[config.mk]
export PLATFORM = sky130hd
export DESIGN_NAME = iommu_ip_gen
export DESIGN_NICKNAME = d
export VERILOG_FILES = /design/src/rtl/iommu_ip_gen.sv
export SDC_FILE = /design/constraint.sdc
export NUM_CORES = 1
export LEC_CHECK = 0
export BUFFER_PORTS_ARGS = -buffer_cell sky130_fd_sc_hd__clkbuf_2
export CAP_MARGIN = 10
export CORE_MARGIN = 2
export CORE_UTILIZATION = 54
export CTS_CLUSTER_SIZE = 20
export DETAILED_ROUTE_END_ITERATION = 7
export GPL_ROUTABILITY_DRIVEN = 1
export GPL_TIMING_DRIVEN = 1
export HOLD_SLACK_MARGIN = 0.03
export PLACE_DENSITY_LB_ADDON = 0.12
export RECOVER_POWER = 25
export SLEW_MARGIN = 20
export SYNTH_ARGS = -nofsm -noshare
export SYNTH_HDL_FRONTEND = slang
export SYNTH_SLANG_ARGS = --single-unit
[constraint.sdc]
create_clock -name clk_i -period 3.13 [get_ports clk_i]
set_clock_uncertainty 0.15 [all_clocks]
set_input_delay 0.313 -clock clk_i [delete_from_list [all_inputs] [get_ports clk_i]]
set_output_delay 0.313 -clock clk_i [all_outputs]
set_load 0.01 [all_outputs]
[src/rtl/iommu_ip_gen.sv]
// Interrupt generation stage: keeps ipsr pending bits (cip, fip, pmip) with
// RW1C clearing and routes each pending source through its icvec vector to
// either wired interrupt lines or a single-outstanding MSI request channel.
module iommu_ip_gen #(
  parameter int unsigned N_INT_VEC   = 16,
  parameter int unsigned LOG2_INTVEC = (N_INT_VEC > 1) ? $clog2(N_INT_VEC) : 1
) (
  input  logic                 clk_i,
  input  logic                 rst_ni,
  input  logic                 cq_ip_evt_i,
  input  logic                 fq_ip_evt_i,
  input  logic                 hpm_ip_evt_i,
  input  logic                 cqcsr_cie_i,
  input  logic                 fqcsr_fie_i,
  input  logic                 ipsr_wr_i,
  input  logic [2:0]           ipsr_wdata_i,
  input  logic [3:0]           icvec_civ_i,
  input  logic [3:0]           icvec_fiv_i,
  input  logic [3:0]           icvec_pmiv_i,
  input  logic                 fctl_wsi_i,
  output logic [2:0]           ipsr_o,
  output logic [N_INT_VEC-1:0] wsi_o,
  output logic                 msi_req_o,
  output logic [3:0]           msi_vec_o,
  input  logic                 msi_gnt_i,
  output logic                 msi_busy_o
);

  typedef enum logic {IDLE, REQ} state_t;

  state_t               state_q, state_d;
  logic [2:0]           ipsr_q, ipsr_d;
  logic [2:0]           pend_q, pend_d;
  logic [N_INT_VEC-1:0] wsi_q, wsi_d;
  logic [1:0]           src_q, src_d;
  logic [3:0]           vec_q, vec_d;
  logic [2:0]           set_mask, clr_mask, rise, issued, gnt_mask;
  logic [3:0]           src_vec [3];

  // Vector fields wrap modulo the number of implemented vectors.
  function automatic logic [LOG2_INTVEC-1:0] vec_idx(input logic [3:0] v);
    return LOG2_INTVEC'(32'(v) % N_INT_VEC);
  endfunction

  // Per-source set/clear requests and the resulting pending-bit update.
  always_comb begin
    src_vec[0] = icvec_civ_i;
    src_vec[1] = icvec_fiv_i;
    src_vec[2] = icvec_pmiv_i;
    set_mask   = {hpm_ip_evt_i, fq_ip_evt_i & fqcsr_fie_i, cq_ip_evt_i & cqcsr_cie_i};
    clr_mask   = ipsr_wr_i ? ipsr_wdata_i : '0;
    // Set has priority over a same-cycle clear.
    ipsr_d     = set_mask | (ipsr_q & ~clr_mask);
    rise       = ipsr_d & ~ipsr_q;
  end

  // Wired interrupt lines: OR of pending sources mapped to each vector.
  always_comb begin
    wsi_d = '0;
    if (fctl_wsi_i) begin
      for (int unsigned s = 0; s < 3; s++) begin
        if (ipsr_q[s]) wsi_d[vec_idx(src_vec[s])] = 1'b1;
      end
    end
  end

  // MSI arming: edge-triggered; a source in flight keeps its pend bit
  // until granted so a SW clear cannot drop an issued request.
  always_comb begin
    issued   = (state_q == REQ) ? (3'b001 << src_q) : '0;
    gnt_mask = (state_q == REQ && msi_gnt_i) ? issued : '0;
    if (fctl_wsi_i) pend_d = '0;
    else            pend_d = (pend_q & ~(clr_mask & ~issued) & ~gnt_mask) | rise;
  end

  // MSI FSM next state: fixed priority cip > fip > pmip, one outstanding.
  always_comb begin
    state_d = state_q;
    src_d   = src_q;
    vec_d   = vec_q;
    unique case (state_q)
      IDLE: begin
        if (!fctl_wsi_i && (|pend_q)) begin
          if (pend_q[0])      src_d = 2'd0;
          else if (pend_q[1]) src_d = 2'd1;
          else                src_d = 2'd2;
          vec_d   = 4'(vec_idx(src_vec[src_d]));
          state_d = REQ;
        end
      end
      REQ: begin
        if (msi_gnt_i) state_d = IDLE;
      end
      default: state_d = IDLE;
    endcase
  end

  // State and pending registers.
  always_ff @(posedge clk_i or negedge rst_ni) begin
    if (!rst_ni) begin
      state_q <= IDLE;
      ipsr_q  <= '0;
      pend_q  <= '0;
      wsi_q   <= '0;
      src_q   <= '0;
      vec_q   <= '0;
    end else begin
      state_q <= state_d;
      ipsr_q  <= ipsr_d;
      pend_q  <= pend_d;
      wsi_q   <= wsi_d;
      src_q   <= src_d;
      vec_q   <= vec_d;
    end
  end

  assign ipsr_o     = ipsr_q;
  assign wsi_o      = wsi_q;
  assign msi_req_o  = (state_q == REQ);
  assign msi_busy_o = (state_q != IDLE);
  assign msi_vec_o  = vec_q;

endmodule

# After elaboration in Yosys (flattened, before gate mapping)
# Index checks and enable logic that the tools add are counted.
# word_totals
reg_bits	29
elab_cells	66
latchBits	0
ram_bits	0
n_memories	0
romBits	0
# classes
magnitude_cmp	7
add_sub_neg	0
n_bitwise	18
n_eq_ne	0
n_div	0
shift	1
mux	26
reduce_logical	8
mul	0
# ops
cell	count
two-way mux 16 bit	6
OR 16 bit	2
bitwise AND 3 bit	5
less-than comparator 4 x 5 -> 1 bit, second input constant	3
inverter 3 bit	5
demux 1 bit (select 4 bit)	3
greater-or-equal comparator 4 x 1 -> 1 bit, second input constant	3
two-way mux 3 bit	4
binary-select mux 4 bit (select 2 bit)	1
two-way mux 2 bit	4
two-way mux 4 bit	2
OR 3 bit	2
logical AND 1 bit	5
two-way mux 1 bit	5
greater-or-equal comparator 3 bit, second input constant	1
inverter 2 -> 3 bit	1
OR reduction 3 bit	1
left shift 1 x 2 -> 3 bit, first input constant	1
bitwise AND 1 bit	2
one-hot mux 1 bit (2 select lines)	1
AND reduction 2 bit	1
zero test 1 bit	1
inverter 1 bit	1

# Depth between registers and ports, before layout
# Gate-level depths: netlist of the first run.
# logic_depth
depth_word	12
depth_mapped	4
mapped_depth_nobuf	3

# Worst setup path before layout of the first run
# OpenSTA, ideal clock, no wires.
# synth_path
path_kind	register to register
start	register state_q, in the netlist msi_busy_o
end	register pend_q[0]
setup_ns	0.101
setup_slack_ns	1.797
path_stages_with_launch	4
t_arrival_ns	1.082
required_ns	2.879
path_cell_list	dfrtp_1 > nor3b_2 > mux2_1 > o32ai_1
# synth_between
elab_chain_len	8
word_cells_on_any_way	11
cone_classes	mux: 3; bitwise: 7; reduce/logical: 1
# synth_rtl
item	line_no	text
start: declaration	31	state_t state_q, state_d;
start signal: assignment	108	state_q <= state_d;
two-way mux 3 bit	70	issued = (state_q == REQ) ? (3'b001 << src_q) : '0;
inverter 3 bit	73	else pend_d = (pend_q & ~(clr_mask & ~issued) & ~gnt_mask) | rise;
bitwise AND 3 bit	73	
inverter 3 bit	73	
bitwise AND 3 bit	73	
bitwise AND 3 bit *	73	
OR 3 bit *	73	
two-way mux 3 bit *	72	if (fctl_wsi_i) pend_d = '0;
named net pend_d[0]	33	logic [2:0] pend_q, pend_d;
end signal: assignment	110	pend_q <= pend_d;
end: declaration	33	
# Mark *: on every way through the listed nets, which the timed path passes. The rest lies on a longest branch.
# A chain may end at the register's enable or synchronous reset.

==> impl_results.md, run 1 <==
* Critical R2R Launch: pend_q[1]
* Share of cells above drive strength 1 at 27.8%
* Most frequent cells in the layout: clkbuf_2 (42), nand2_1 (33), dfrtp_1 (29), nand3_1 (11), o21ai_0 (11)
* WL/cell at 14.7 µm
* Initial Utilization at 57.8%
* Die Y-Extent at 58.8 µm
* Failing checks: design-rule violations, max-capacitance violations
* Vias in the first global route at 1,414
* Pins Over Slew Limit at 0
* Die width at 58.8 µm
* Worst Setup Start Kind: input port
* GRT Total Usage at 24.0%
* Final min period at 1.89 ns
* F_max at 0.528 GHz
* FF-to-FF path depth at 3
* Tcrit/Tclk final at 60.5%
* CTS tree: yes
* DIE AREA at 0.00345 mm²
* Grt ovf at 0
* Worst-Margin Slew at 1.50 ns
* Ports at 50
* Peak VDD IR at 0.308 mV
* DRT iter0 DRCs at 53
* Crit path buffers/inverters at 2
* Worst-path cell chain: dlygate4sd3_1, clkbuf_1
* DP Wirelength at 2720 µm
* Setup_tns at 0 ns
* Status: finished with violations
* Maxcap violations at 1
* Setup crit end: ipsr_o[2]
* CP Depth at 2
* Post-Syn Instances at 166
* Ys Warns at 0
* H-Tree Depth at 2
* # fillers at 230
* Final Util at 67.8%
* I/O Buffers at 49
* Nets@finish at 241
* Area of the multi-input gates at 815 µm²
* Area grow syn2layout at 17.4%
* Final worst slack at 1.24 ns
* Dpl ws at 1.69 ns
* # setup viols final at 0
* Pleak at 0.987 nW
* Crit-path leading delay family: buffers and inverters
* CP Capture Type: asynchronous set/reset pin
* Yosys cell types at 32
* Post-cts resize count at 0
* Crit path DAT at 1.93 ns
* Fin. Hold Viols at 0
* Slew HR at 0.00131%
* Mapped cell area at 0.00162 mm²
* R2R Setup Slk at 1.70 ns
* Largest net degree at the start of global routing at 30
* Final Cell Area at 0.00190 mm²
* # clock sinks at 29
* Reg2reg end: msi_vec_o[2]
* DR vias at 1,442
* Crit path max fanout at 29
* Syn Area/Cell at 9.76 µm²
* PwrDens at 466 mW/mm²
* Antenna violations before repair at 0
* Required time worst endpoint at 3.16 ns
* Register area at 726 µm²
* Commonest non-fill, non-tap cell in the layout: clkbuf_2
* ANT nets after route at 0
* Highest-delay cell along the critical path: clkbuf_1
* DRC errors left at 2
* CTS max path bufs at 2
* Global-route wire length before repair at 6220 µm
* Diodes inserted at 0
* Register area share after synthesis at 44.8%
* Detailed Route WL at 3640 µm
* Mapped Nets at 191
* Site row count at 19
* Critical Path Start: rst_ni
* WS Path Type: input port to asynchronous set/reset pin
* Total Power at 0.000887 W
* Min-Delay Path Class: input port to register
* RD Place Congestion at 0.853
* Inserted Clock Buffers at 5
* Root Buffer: clkbuf_4
* First-pass DRT Iterations at 6
* Core area at 0.00281 mm²
* Max incr delay on CP at 1.09 ns
* FF+latch count, synth at 29
* RSZ-0062 raised after global routing: no
* Clk slew on worst S/H paths at 0.09 ns
* Via-to-Cell Ratio at 5.84
* Area of placed instances at 0.00184 mm²
* Clk Latency, worst-skew pair at 0.33 ns
[synth_stat cells (all sizes together)]
| cell type | n | area share [%] |
|---|---|---|
| buf | 6 | 3.2 |
| and2 | 1 | 0.39 |
| a22oi | 9 | 4.2 |
| nor2 | 7 | 1.6 |
| nand3b | 4 | 1.9 |
| nor2b | 3 | 1.2 |
| nor3 | 1 | 1.0 |
| and4 | 1 | 0.54 |
| nand2b | 4 | 1.7 |
| a21oi | 1 | 0.31 |
| clkbuf | 2 | 0.62 |
| a32oi | 2 | 1.1 |
| and4bb | 2 | 1.5 |
| or2 | 1 | 0.54 |
| and3b | 7 | 3.8 |
| o32ai | 2 | 1.1 |
| nand4 | 3 | 1.2 |
| mux2 | 5 | 3.5 |
| and4b | 2 | 1.2 |
| mux2i | 6 | 3.7 |
| o21ai | 11 | 3.4 |
| inv | 3 | 0.69 |
| nand2 | 33 | 7.6 |
| and3 | 3 | 1.2 |
| nand3 | 11 | 3.4 |
| nor3b | 5 | 3.9 |
| dfrtp | 29 | 45 |
| a21o | 2 | 0.93 |
[worst min path at each step]
stage,from,slack (ns),end,cells after the start
final,msi_gnt_i,0.05,msi_busy_o,2
after global routing,fqcsr_fie_i,0.07,ipsr_o[1],3
after CTS,msi_gnt_i,0.05,msi_busy_o,2
after detailed placement,rst_ni,0.25,wsi_o[2],1
after global placement,rst_ni,0.23,wsi_o[2],1
after floorplan,rst_ni,-0.13,ipsr_o[0],0
[registers in the layout (all words and copies together), names as in the netlist]
| register | flops |
|---|---|
| src_q | 2 |
| pend_q | 3 |
| msi_busy_o | 1 |
| ipsr_o | 3 |
| msi_vec_o | 4 |
| wsi_o | 16 |
[metrics by stage]
stage               cells  hold slack [ns]
floorplan             166           -0.133
global placement      238            0.231
detailed placement    238            0.250
CTS                   247           0.0468
global route          247           0.0703
finish                247           0.0482
[logic make-up after synthesis]
kind of cell           synth area share, %
AOI/OAI and AO/OA                     11.0
buffers and inverters                 4.48
DFF                                   44.8
muxes                                 7.18
and+or+nand+nor                       32.6
[repair_timing]
action | 4_1_cts | 5_1_grt
endpoints found under the hold margin | 30 | 0
setup buffers | 0 | 0
hold buffers | 2 | 0
[per-layer routing]
| metal | global-route usage (%) | up-vias | share of wire (%) |
|---|---|---|---|
| met5 | 0 | - | 0 |
| met4 | 14.3 | 0 | 2.4 |
| met3 | 4.62 | 12 | 8.1 |
| met2 | 40.3 | 70 | 50 |
| met1 | 28.3 | 667 | 40 |
| li1 | - | 693 | - |
[power by group]
part	leakage, nW	internal [W]	total (W)	switching [W]
clock	0.0314	0.000106	0.000228	0.000122
sequential	0.382	0.000420	0.000461	0.0000408
combinational	0.574	0.0000884	0.000198	0.000109
[cell type report]
cell class                      instances  share of cell area [%]
Clock buffer                            7                    2.89
Inverter                                3                   0.592
Multi-Input combinational cell        126                    42.8
Sequential cell                        29                    38.2
Tap cell                               31                    2.04
Timing Repair Buffer                   51                    13.5
(Power assumes the default switching activity.)
==> run 2: changes to the inputs <==
--- a/config.mk
+++ b/config.mk
@@ -8,7 +8,7 @@
 export BUFFER_PORTS_ARGS = -buffer_cell sky130_fd_sc_hd__clkbuf_2
 export CAP_MARGIN = 10
 export CORE_MARGIN = 2
-export CORE_UTILIZATION = 54
+export CORE_UTILIZATION = 51
 export CTS_CLUSTER_SIZE = 20
 export DETAILED_ROUTE_END_ITERATION = 7
 export GPL_ROUTABILITY_DRIVEN = 1
==> constraint.sdc (replaced) <==
create_clock -name clk_i -period 1.9 [get_ports clk_i]
set_clock_uncertainty 0.15 [all_clocks]
set_input_delay 0.19 -clock clk_i [delete_from_list [all_inputs] [get_ports clk_i]]
set_output_delay 0.19 -clock clk_i [all_outputs]
set_load 0.01 [all_outputs]
==> impl_results.md, run 2 (synthesis gave the netlist of run 1 again) <==
* Status: finished clean
* Pins Over Slew Limit at 0 (unchanged)
* R2R Setup Slk at 0.40 ns (-1.30 ns)
* Sequential share of power at 51.2% (-0.8 points)
* Final min period at 1.64 ns
* Via-to-Cell Ratio at 5.57 (-4.6%)
* Ports at 50 (unchanged)
* Most frequent cells in the layout: clkbuf_2 (49), nand2_1 (33), dfrtp_1 (29), nand3_1 (11), o21ai_0 (11)
* Commonest non-fill, non-tap cell in the layout: clkbuf_2
* Crit path DAT at 1.71 ns (-0.22 ns)
* Worst Setup Start Kind: input port
* CTS max path bufs at 2 (unchanged)
* Grt ovf at 0 (unchanged)
* Site row count at 20 (+1)
* Switch share at 31.1% (+0.38 points)
* Global-route wire length before repair at 6260 µm (+0.68%)
* Reg2reg end: ipsr_o[2]
* Max reg flops at 16 (unchanged)
* Largest net degree at the start of global routing at 30 (unchanged)
* DR vias at 1,493 (+3.5%)
* Root Buffer: clkbuf_4
* RD Place Congestion at 0.879 (+3.0%)
* Required time worst endpoint at 1.97 ns (-1.19 ns)
* Min-Delay Endpoint: ipsr_o[0]
* Min-Delay Path Class: input port to register
* First-pass DRT Iterations at 4 (-2)
* DP Wirelength at 2910 µm (+7.0%)
* Die width at 60.4 µm (+2.7%)
* Non-Filler Instances at 268 (+8.5%)
* Detailed Route WL at 3960 µm (+8.7%)
* Share of cells above drive strength 1 at 30.8% (+3.0 points)
* Area grow syn2layout at 24.3%
* Initial Utilization at 53.5% (-4.2 points)
* F_max at 0.610 GHz
* Dpl ws at 0.458 ns (-1.24 ns)
* ANT nets after route at 0 (unchanged)
* FF-to-FF path depth at 2 (-1)
* DIE AREA at 0.00364 mm² (+5.5%)
* # clock sinks at 29 (unchanged)
* Final Util at 66.5% (-1.3 points)
* Clk Latency, worst-skew pair at 0.33 ns (about the same)
* RSZ-0062 raised after global routing: no
* Core area at 0.00303 mm² (+7.9%)
* Hold_ws at 0.0274 ns (-0.0209 ns)
* Fin. Hold Viols at 0 (unchanged)
* Antenna violations before repair at 0 (unchanged)
* Nets@finish at 249 (+3.3%)
* Diodes inserted at 0 (unchanged)
* Clk slew on worst S/H paths at 0.08 ns (about the same)
* I/O Buffers at 49 (unchanged)
* Hold Crit Depth at 3 (+1)
* Worst-Margin Slew at 0.712 ns (-0.788 ns)
* Setup_tns at 0 ns (unchanged)
* Maxcap violations at 0 (-1)
* WS Path Type: input port to register
* Inserted Clock Buffers at 5 (unchanged)
* Die Y-Extent at 60.4 µm (+2.7%)
* Post-cts resize count at 0 (unchanged)
* CP Capture Type: register
* Critical R2R Launch: ipsr_o[2]
* DRC errors left at 0 (-2)
* Slew HR at 52.5% (+53 points)
* Vias in the first global route at 1,387 (-1.9%)
* CTS tree: yes
* PwrDens at 741 mW/mm² (+59%)
* Setup bufs post-CTS at 0 (unchanged)
* Net switching power at 0.000464 W (+70%)
* # fillers at 252 (+9.6%)
* Cell Count Post-Placement at 251 (+5.5%)
* Hold path start: ipsr_wdata_i[0]
* Pleak at 1.04 nW (+5.6%)
* Tcrit/Tclk final at 86.3%
* Comb power frac at 23.3% (+1.0 points)
* WL/cell at 14.8 µm (+0.16%)
* Internal at 0.00103 W (+67%)
* DRT iter0 DRCs at 77 (+45%)
* Crit path max fanout at 2 (-93%)
* H-Tree Depth at 2 (unchanged)
* GRT Total Usage at 24.1% (+0.033 points)
* Peak VDD IR at 0.449 mV (+46%)
* Final worst slack at 0.261 ns (-0.974 ns)
* Clk pwr share at 25.6% (about the same)
* # setup viols final at 0 (unchanged)
-- run 2: changes by cell type in the layout (fill, tap and decap cells not counted) --
cell and change:
dlygate4sd3_1 +8, clkbuf_1 -7, clkbuf_2 +7, or2_0 -1, or2_4 +1, nor3b_2 +1
nor3b_1 -1
-- run 2: cell type report --
type / count / area [µm²] / share of cell area, %
Sequential cell: 29 / 726 / 36.0
Multi-Input combinational cell: 126 / 822 / 40.8
Tap cell: 44 / 55.1 / 2.73
Clock buffer: 7 / 55.1 / 2.73
Timing Repair Buffer: 59 / 345 / 17.1
Inverter: 3 / 11.3 / 0.559
-- run 2: worst max-delay path: stages --
cell and delay, ns:
dlygate4sd3_1 0.53, clkbuf_2 0.10, nand2_1 0.04, dlygate4sd3_1 0.57, o32ai_1 0.28
-- run 2: metal layers --
layer  GRT usage (%)  vias to the layer above  routed length [µm]
met5               0                        -                   0
met3            7.25                        7                 289
met2            44.9                       68                2100
met1            24.9                      704                1500
li1                -                      714                   -
met4            9.84                        0                  69
-- run 2: worst max-delay path by stage --
stage,cells after the start,slack [ns],endpoint,from
after global routing,5,0.18,pend_q[1],fqcsr_fie_i
after CTS,5,0.27,pend_q[1],fqcsr_fie_i
final,5,0.26,pend_q[1],fqcsr_fie_i
after detailed placement,3,0.46,msi_vec_o[2],pend_q[1]
after floorplan,3,0.57,pend_q[0],msi_busy_o
after global placement,3,0.56,pend_q[0],msi_busy_o
-- run 2: through the flow --
stage / power (W) / area (µm²)
after global placement: 0.00109 / 1860
after detailed placement: 0.00110 / 1860
final: 0.00149 / 2010
after CTS: 0.00150 / 2010
after floorplan: 0.000958 / 1620
after global routing: 0.00157 / 2010
-- run 2: repair_timing --
item / in CTS / in global routing
hold endpoints to repair: 36 / 0
hold buffers: 10 / 0
endpoints found under the setup margin: 0 / 0
-- run 2: power by group through the flow --
stage               registers [W]  logic (W)  clock network [W]
CTS                      0.000762   0.000348           0.000390
global route             0.000776   0.000382           0.000415
finish                   0.000763   0.000347           0.000381
floorplan                0.000781   0.000178                  0
global placement         0.000769   0.000321                  0
detailed placement       0.000773   0.000332                  0
